==> src/rtl/fetch_unit.sv <==
// Fetch stage: owns the PC, reads instruction memory and hands registered
// instr/imm/pc/valid to decode, pairing prefix instructions with their immediate.
module fetch_unit #(
    parameter int                W          = 16,
    parameter int                ADDR_W     = 16,
    parameter logic [ADDR_W-1:0] RESET_PC   = '0,
    parameter logic [2:0]        IMM_PREFIX = 3'b110,
    parameter logic [W-1:0]      NOP        = 16'b000101_000_011_0000
) (
    input  logic              clk,
    input  logic              rst,
    input  logic              stall,
    input  logic              br_taken,
    input  logic [ADDR_W-1:0] br_target,
    output logic [ADDR_W-1:0] imem_addr,
    input  logic [W-1:0]      imem_data,
    output logic [W-1:0]      instr_out,
    output logic [W-1:0]      imm_out,
    output logic [ADDR_W-1:0] pc_out,
    output logic              valid_out
);

    typedef enum logic {
        FETCH,
        FETCH_IMM
    } state_t;

    state_t            state;
    logic [ADDR_W-1:0] pc;
    logic [ADDR_W-1:0] hold_pc;
    logic [W-1:0]      hold_instr;
    logic              needs_imm;
    logic [ADDR_W-1:0] pc_inc;

    assign imem_addr = pc;
    assign needs_imm = (imem_data[W-1 -: 3] == IMM_PREFIX);
    assign pc_inc    = pc + ADDR_W'(1);

    always_ff @(posedge clk or posedge rst) begin
        if (rst) begin
            pc         <= RESET_PC;
            state      <= FETCH;
            hold_instr <= '0;
            hold_pc    <= '0;
            instr_out  <= NOP;
            imm_out    <= '0;
            pc_out     <= '0;
            valid_out  <= 1'b0;
        end else if (br_taken) begin
            // Redirect wins over stall and drops any half-assembled pair.
            pc        <= br_target;
            state     <= FETCH;
            instr_out <= NOP;
            imm_out   <= '0;
            valid_out <= 1'b0;
        end else if (!stall) begin
            pc <= pc_inc;
            case (state)
                FETCH: begin
                    if (needs_imm) begin
                        hold_instr <= imem_data;
                        hold_pc    <= pc;
                        state      <= FETCH_IMM;
                        instr_out  <= NOP;
                        imm_out    <= '0;
                        valid_out  <= 1'b0;
                    end else begin
                        instr_out <= imem_data;
                        imm_out   <= '0;
                        pc_out    <= pc;
                        valid_out <= 1'b1;
                    end
                end
                FETCH_IMM: begin
                    // Second word is data only; its prefix bits are not inspected.
                    instr_out <= hold_instr;
                    imm_out   <= imem_data;
                    pc_out    <= hold_pc;
                    valid_out <= 1'b1;
                    state     <= FETCH;
                end
                default: state <= FETCH;
            endcase
        end
    end

endmodule

==> config.mk <==
export PLATFORM = sky130hd
export DESIGN_NAME = fetch_unit
export DESIGN_NICKNAME = d
export VERILOG_FILES = /design/src/rtl/fetch_unit.sv
export SDC_FILE = /design/constraint.sdc
export NUM_CORES = 1
export LEC_CHECK = 0
export CAP_MARGIN = 40
export CORE_MARGIN = 1.5
export CORE_UTILIZATION = 43
export CTS_CLUSTER_SIZE = 14
export DETAILED_ROUTE_END_ITERATION = 8
export GPL_ROUTABILITY_DRIVEN = 0
export PLACE_DENSITY = 0.71
export SYNTH_ARGS = -nofsm -noshare
export SYNTH_HDL_FRONTEND = slang
export SYNTH_SLANG_ARGS = --single-unit
export TNS_END_PERCENT = 20
==> constraint.sdc <==
create_clock -name clk -period 3.7 [get_ports clk]
set_clock_uncertainty 0.1 [all_clocks]
set_input_delay 0.74 -clock clk [delete_from_list [all_inputs] [get_ports clk]]
set_output_delay 0.74 -clock clk [all_outputs]
set_load 0.1 [all_outputs]
==> results of run 1 <==
[path summary, 6_finish.rpt]
path,startpoint,slack (ps),depth (start not counted),endpoint
max,imem_addr[5],1240,2,imem_addr[5]
max reg2reg,imem_addr[2],1630,4,imem_addr[15]
min,hold_instr[15],380,1,hold_instr[15]
min reg2reg,hold_instr[15],380,1,hold_instr[15]
min in group asynchronous,rst,710,2,hold_instr[7]
max in group asynchronous,rst,1980,3,instr_out[5]
[cell type report]
type	instances	area [um2]	area share
clock buffers	11	141.4	0.02232
well taps	129	161.4	0.02548
clock inverters	5	62.56	0.009878
multi-input cells	235	1644	0.2596
inverters	4	17.52	0.002766
repair buffers	161	1847	0.2916
flip-flops and latches	98	2457	0.3880
diodes	1	2.502	0.0003951
[report_power, final]
| group | switching [mW] | leakage, nW | internal, mW |
|---|---|---|---|
| combinational | 0.634 | 1.38 | 0.370 |
| sequential | 0.106 | 1.24 | 1.21 |
| clock | 0.379 | 0.0962 | 0.335 |
| total | 1.12 | 2.71 | 1.92 |
[sequential cells by signal, indices dropped and copies added (netlist names)]
| name | count |
|---|---|
| hold_instr | 16 |
| pc_out | 16 |
| hold_pc | 16 |
| imm_out | 16 |
| instr_out | 16 |
| valid_out | 1 |
| state | 1 |
| imem_addr | 16 |
[cells by family after synthesis]
| logic type | after synthesis |
|---|---|
| xor+xnor | 12 |
| compound gates | 68 |
| mux | 50 |
| simple gates | 104 |
| flops | 98 |
| fa+ha+maj | 1 |
| buf+inv | 29 |
[synth_stat cells (2+ instances only)]
master and instances:
a22o_1 16, mux2i_1 19, a21oi_1 2, dfrtp_1 94
nand2b_1 5, mux2_2 31, o21ai_0 33, nor2b_1 12
buf_1 2, xor2_1 4, dfstp_2 4, nand2_1 46
xnor2_1 8, nor2_1 9, a221oi_1 10, nor3_1 12
inv_1 4, nor4_1 4, and2_1 2, o22a_1 4
o211ai_1 2, nand3_1 4, nand4b_1 3, buf_2 3
clkbuf_1 20
[metal layers]
layer / part of all wire / vias to the layer above / wire [um]
met2: 0.47 / 104 / 4818
met1: 0.45 / 1630 / 4592
met3: 0.046 / 24 / 469
met4: 0.030 / 0 / 301
li1: - / 1573 / -
met5: 0 / - / 0
[stage by stage]
stage	util	area [um2]	power (mW)	std cells
2_1_floorplan	-	4214	1.952	362
3_3_place_gp	0.5676	5319	2.173	576
3_5_place_dp	0.6530	6120	2.348	626
4_1_cts	0.6748	6324	3.051	642
5_1_grt	0.6758	6334	3.160	644
6_report	0.6758	6334	3.036	644
==> summary.md, run 1 <==
| Metric | Value |
|---|---|
| Area growth syn-to-layout | 50.30% |
| Compound-Gate Fraction of Synth Area | 0.1090 |
| Top Usage Layer GRT | met2 |
| Max incr delay on CP | 570 ps |
| Vias in the first global route | 3416 |
| Worst IR Drop VDD | 0.2648 mV |
| WP data required | 2860 ps |
| CP max FO | 5 |
| Combinational family with the most area after synthesis | multiplexers |
| Final routed DRC violation total | 0 |
| Final setup vio count | 0 |
| Post-layout minimum cycle time | 2459 ps |
| Startpoint types | flop |
| GRT Util Overall | 0.2096 |
| Status | completed |
| Clk_lat worst skew | 360 ps |
| DRT Pass-1 Iters | 4 |
| Post-layout nets | 546 |
| P per Cell Area | 479.4 nW/um2 |
| Post-CTS sizing | 0 |
| Num CTS Buffers | 9 |
| Max Cap Viol | 0 |
| Die W | 102.0 um |
| Buf+Inv Stages, Crit Path | 2 |
| Slew HR | 0.5452 |
| Vias per cell | 5.172 |
| Ys Warns | 0 |
| Highest clock rate | 406.7 MHz |
| Synth Area in Simple Gates | 0.1253 |
| CTS H-tree lvls | 3 |
| Die height | 102.0 um |
| Final wirelength | 10180 um |
| Ports | 101 |
| Area fraction of the dominant cell type after synthesis | 0.5582 |
| Final WS setup | 1241 ps |
| Most frequent cells in the layout | dfrtp_1, clkdlybuf4s50_1, nand2_1, buf_8, o21ai_0 |
| CP endpoint kind | primary output |
| Post-place setup slack | 982.3 ps |
| Tightest Pin Transition | 682.2 ps |
| GR Util met1 | 0.2940 |
| Initial antenna violation count | 1 |
| 1st-iter DRT viols | 116 |
| Clk slew on worst S/H paths | 100 ps |
| Post-synthesis cell type with the largest combined area | dfrtp_1 |
| Final hold slack | 381.6 ps |
| Lkg Pwr | 2.715 nW |
| Multiplexer share of the synthesized area | 0.1280 |
| HPWL after detailed placement | 7314 um |
| Syn_area_per_cell | 11.64 um2 |
| Most common cell after layout, fill and taps aside | dfrtp_1 |
| Delay-heaviest family, CP | buffers and inverters |
| Vias | 3331 |
| Largest net degree at the start of global routing | 50 |
| Net Count, Synth | 399 |
| Synth Area in XOR/XNOR | 0.02494 |
| Crit path cell chain | clkdlybuf4s50_1 > buf_8 |
| CP max-delay cell | clkdlybuf4s50_1 |
| IO Port Bufs | 100 |
| Mapped Cells | 362 |
| Hold buffer count at CTS | 0 |
| Yosys reg bits | 98 |
| Adder-Cell Fraction of Synth Area | 0.002969 |
| CP arrival | 1620 ps |
| Post-synthesis cell area | 4214 um2 |
| Max-slew violations | 0 |
| Post-synth EDFFs | 0 |
| Setup CP Type | flop to primary output |
| Top post-synthesis cells by area | dfrtp_1, mux2_2, mux2i_1 |
| Post-CTS setup buffer count | 0 |
| Clk sinks | 98 |
| # rows | 35 |
| Final hold vios | 0 |
| First-pass GRT wire length | 16950 um |
| Fill count | 732 |
| Core ar. | 9371 um2 |
| Die area | 10400 um2 |
| Initial core utilization | 0.4497 |
| Routing usage on met3 | 0.03625 |
| Async SR Flop Fraction | 1.000 |
| Met2 GRT Util | 0.3189 |
| Clock root cell | clkbuf_8 |
| Worst hold path class | flop to flop |
| Setup TNS | 0 ps |
| CTS tree | built |
| Worst-case clock buffer depth | 2 |
| Cell variety after synth | 34 |
| Top_reg_cell synth | dfrtp_1 |
| Share of layout cells above drive strength 1 | 0.2510 |
| Antenna Nets Post-Route | 0 |
| Final Cycle Share | 0.6646 |
| Register area share after synthesis | 0.5831 |
| WL per Instance | 15.81 um |
| RSZ-0062 raised after global routing | false |
| Total global routing overflow | 0 |
(Power assumes the default switching activity.)
==> inputs of run 2 (changes only) <==
==> constraint.sdc (replaced) <==
create_clock -name clk -period 2.4 [get_ports clk]
set_clock_uncertainty 0.1 [all_clocks]
set_input_delay 0.48 -clock clk [delete_from_list [all_inputs] [get_ports clk]]
set_output_delay 0.48 -clock clk [all_outputs]
set_load 0.1 [all_outputs]
==> summary.md, run 2 (synthesis gave the netlist of run 1 again) <==
| Metric | Value |
|---|---|
| Hold-critical path depth | 1 (unchanged) |
| CP endpoint kind | flop |
| Final std cells w/o fill | 599 (-7.0%) |
| Clk_lat worst skew | 360 ps (about the same) |
| Vias per cell | 5.214 (+0.80%) |
| CP max-delay cell | or4_4 |
| Post-CTS setup buffer count | 0 (unchanged) |
| Final hold slack | 380.4 ps (-1.273 ps) |
| Initial antenna violation count | 0 (-1) |
| Most common cell after layout, fill and taps aside | dfrtp_1 |
| Ports | 101 (unchanged) |
| Critical path depth | 4 (+2) |
| CTS H-tree lvls | 3 (unchanged) |
| Post-place setup slack | -102.7 ps (-1085 ps) |
| Largest net degree at the start of global routing | 99 (+98%) |
| CP max FO | 9 (+4) |
| Worst hold path class | flop to flop |
| Slew HR | 0.5604 (+0.01524) |
| Final hold vios | 0 (unchanged) |
| HPWL after detailed placement | 6913 um (-5.5%) |
| Worst Setup SP | imem_addr[4] |
| Status | completed |
| Most frequent cells in the layout | dfrtp_1, buf_4, nand2_1 |
| Vias in the first global route | 3286 (-3.8%) |
| Tightest Pin Transition | 659.3 ps (-22.86 ps) |
| CP arrival | 2220 ps (+600 ps) |
| Final setup vio count | 0 (unchanged) |
| Startpoint types | flop |
| Sequential cell area | 2459 um2 (about the same) |
| Final Cycle Share | 0.8491 |
| Max-slew violations | 0 (unchanged) |
| # diodes | 0 (-1) |
| Placed Area | 5266 um2 (-14%) |
| Die height | 102.0 um (unchanged) |
| Final WS setup | 362.2 ps (-878.7 ps) |
| CTS tree | built |
| Initial core utilization | 0.4497 (unchanged) |
| Hold buffer count at CTS | 0 (unchanged) |
| Max Cap Viol | 0 (unchanged) |
| Multi-input gate area in the final layout | 1644 um2 (unchanged) |
| Antenna Nets Post-Route | 0 (unchanged) |
| Num CTS Buffers | 9 (unchanged) |
| Clk slew on worst S/H paths | 100 ps (about the same) |
| Clock root cell | clkbuf_8 |
| Buf+Inv Stages, Crit Path | 0 (-2) |
| Lkg Pwr | 2.465 nW (-9.2%) |
| Final routed DRC violation total | 0 (unchanged) |
| IO Port Bufs | 100 (unchanged) |
| Highest clock rate | 490.7 MHz |
| WP data required | 2580 ps (-280 ps) |
| R2R depth | 4 (unchanged) |
| First-pass GRT wire length | 16420 um (-3.2%) |
| Total global routing overflow | 0 (unchanged) |
| Core ar. | 9371 um2 (unchanged) |
| Vias | 3123 (-6.2%) |
| Setup CP Type | flop to flop |
| Post-CTS sizing | 0 (unchanged) |
| Fill count | 815 (+11%) |
| Worst-case clock buffer depth | 2 (unchanged) |
| Final Power | 4.566 mW (+50%) |
| P per Cell Area | 829.4 nW/um2 (+73%) |
| Die W | 102.0 um (unchanged) |
| Post-layout nets | 502 (-8.1%) |
| Hold_sp | hold_instr[15] |
| Crit path cell chain | nand4_4 > or4_4 > or3_1 > a31oi_1 |
| Share of layout cells above drive strength 1 | 0.2915 (+0.04052) |
| Area growth syn-to-layout | 30.64% |
| DRT Pass-1 Iters | 4 (unchanged) |
| 1st-iter DRT viols | 122 (+5.2%) |
| # rows | 35 (unchanged) |
| Post-route cell area | 5505 um2 (-13%) |
| RR Startpoint | imem_addr[4] |
| Die area | 10400 um2 (unchanged) |
| Post-layout minimum cycle time | 2038 ps |
| RSZ-0062 raised after global routing | false |
| Worst IR Drop VDD | 0.3754 mV (+42%) |
| Delay-heaviest family, CP | simple AND/OR/NAND/NOR gates |
| Dpl cells | 582 (-7.0%) |
| Clk sinks | 98 (unchanged) |
| Max incr delay on CP | 600 ps (+30 ps) |
| GRT Util Overall | 0.2035 (-0.006157) |
| WL per Instance | 16.58 um (+4.9%) |
| Final wirelength | 9933 um (-2.4%) |
==> run 2: cell types whose count changed in the layout (fill, tap and decap cells not counted), sizes merged <==
cell,previous run,this run
bufinv,1,2
diode,1,0
inv,5,7
buf,76,82
clkdlybuf4s50,85,35
clkbuf,11,9
clkinv,1,0
==> run 2: power by group <==
| group | leakage, nW | internal [mW] | switching [mW] |
|---|---|---|---|
| sequential | 1.24 | 1.87 | 0.157 |
| clock | 0.114 | 0.610 | 0.623 |
| combinational | 1.11 | 0.365 | 0.943 |
| total | 2.47 | 2.84 | 1.72 |
==> run 2: final cells by class <==
type	instances	area share
flip-flops and latches	98	0.4466
multi-input cells	235	0.2986
repair buffers	117	0.1800
well taps	129	0.02932
clock buffers	9	0.02250
clock inverters	7	0.01955
inverters	4	0.003409
==> run 2: per-stage QoR <==
stage,TNS [ps],utilization
global route,0,0.5875
floorplan,-423.9,-
finish,0,0.5875
CTS,0,0.5866
global placement,0,0.5619
detailed placement,-663.3,0.5619
==> run 2: final timing paths <==
path                                  end  slack, ps
setup / recovery            imem_addr[15]        360
hold reg to reg            hold_instr[15]        380
setup reg to reg            imem_addr[15]        360
min in group asynchronous       pc_out[4]        490
max in group asynchronous           state       1280
hold / removal             hold_instr[15]        380
==> run 2: layer usage <==
metal  global-route usage  routed length (um)  up-vias
met5                    0                   0        -
met4              0.08535                 225        0
met3              0.03352                 416       17
met2               0.3113                4623       81
met1               0.2886                4668     1535
li1                     -                   -     1490
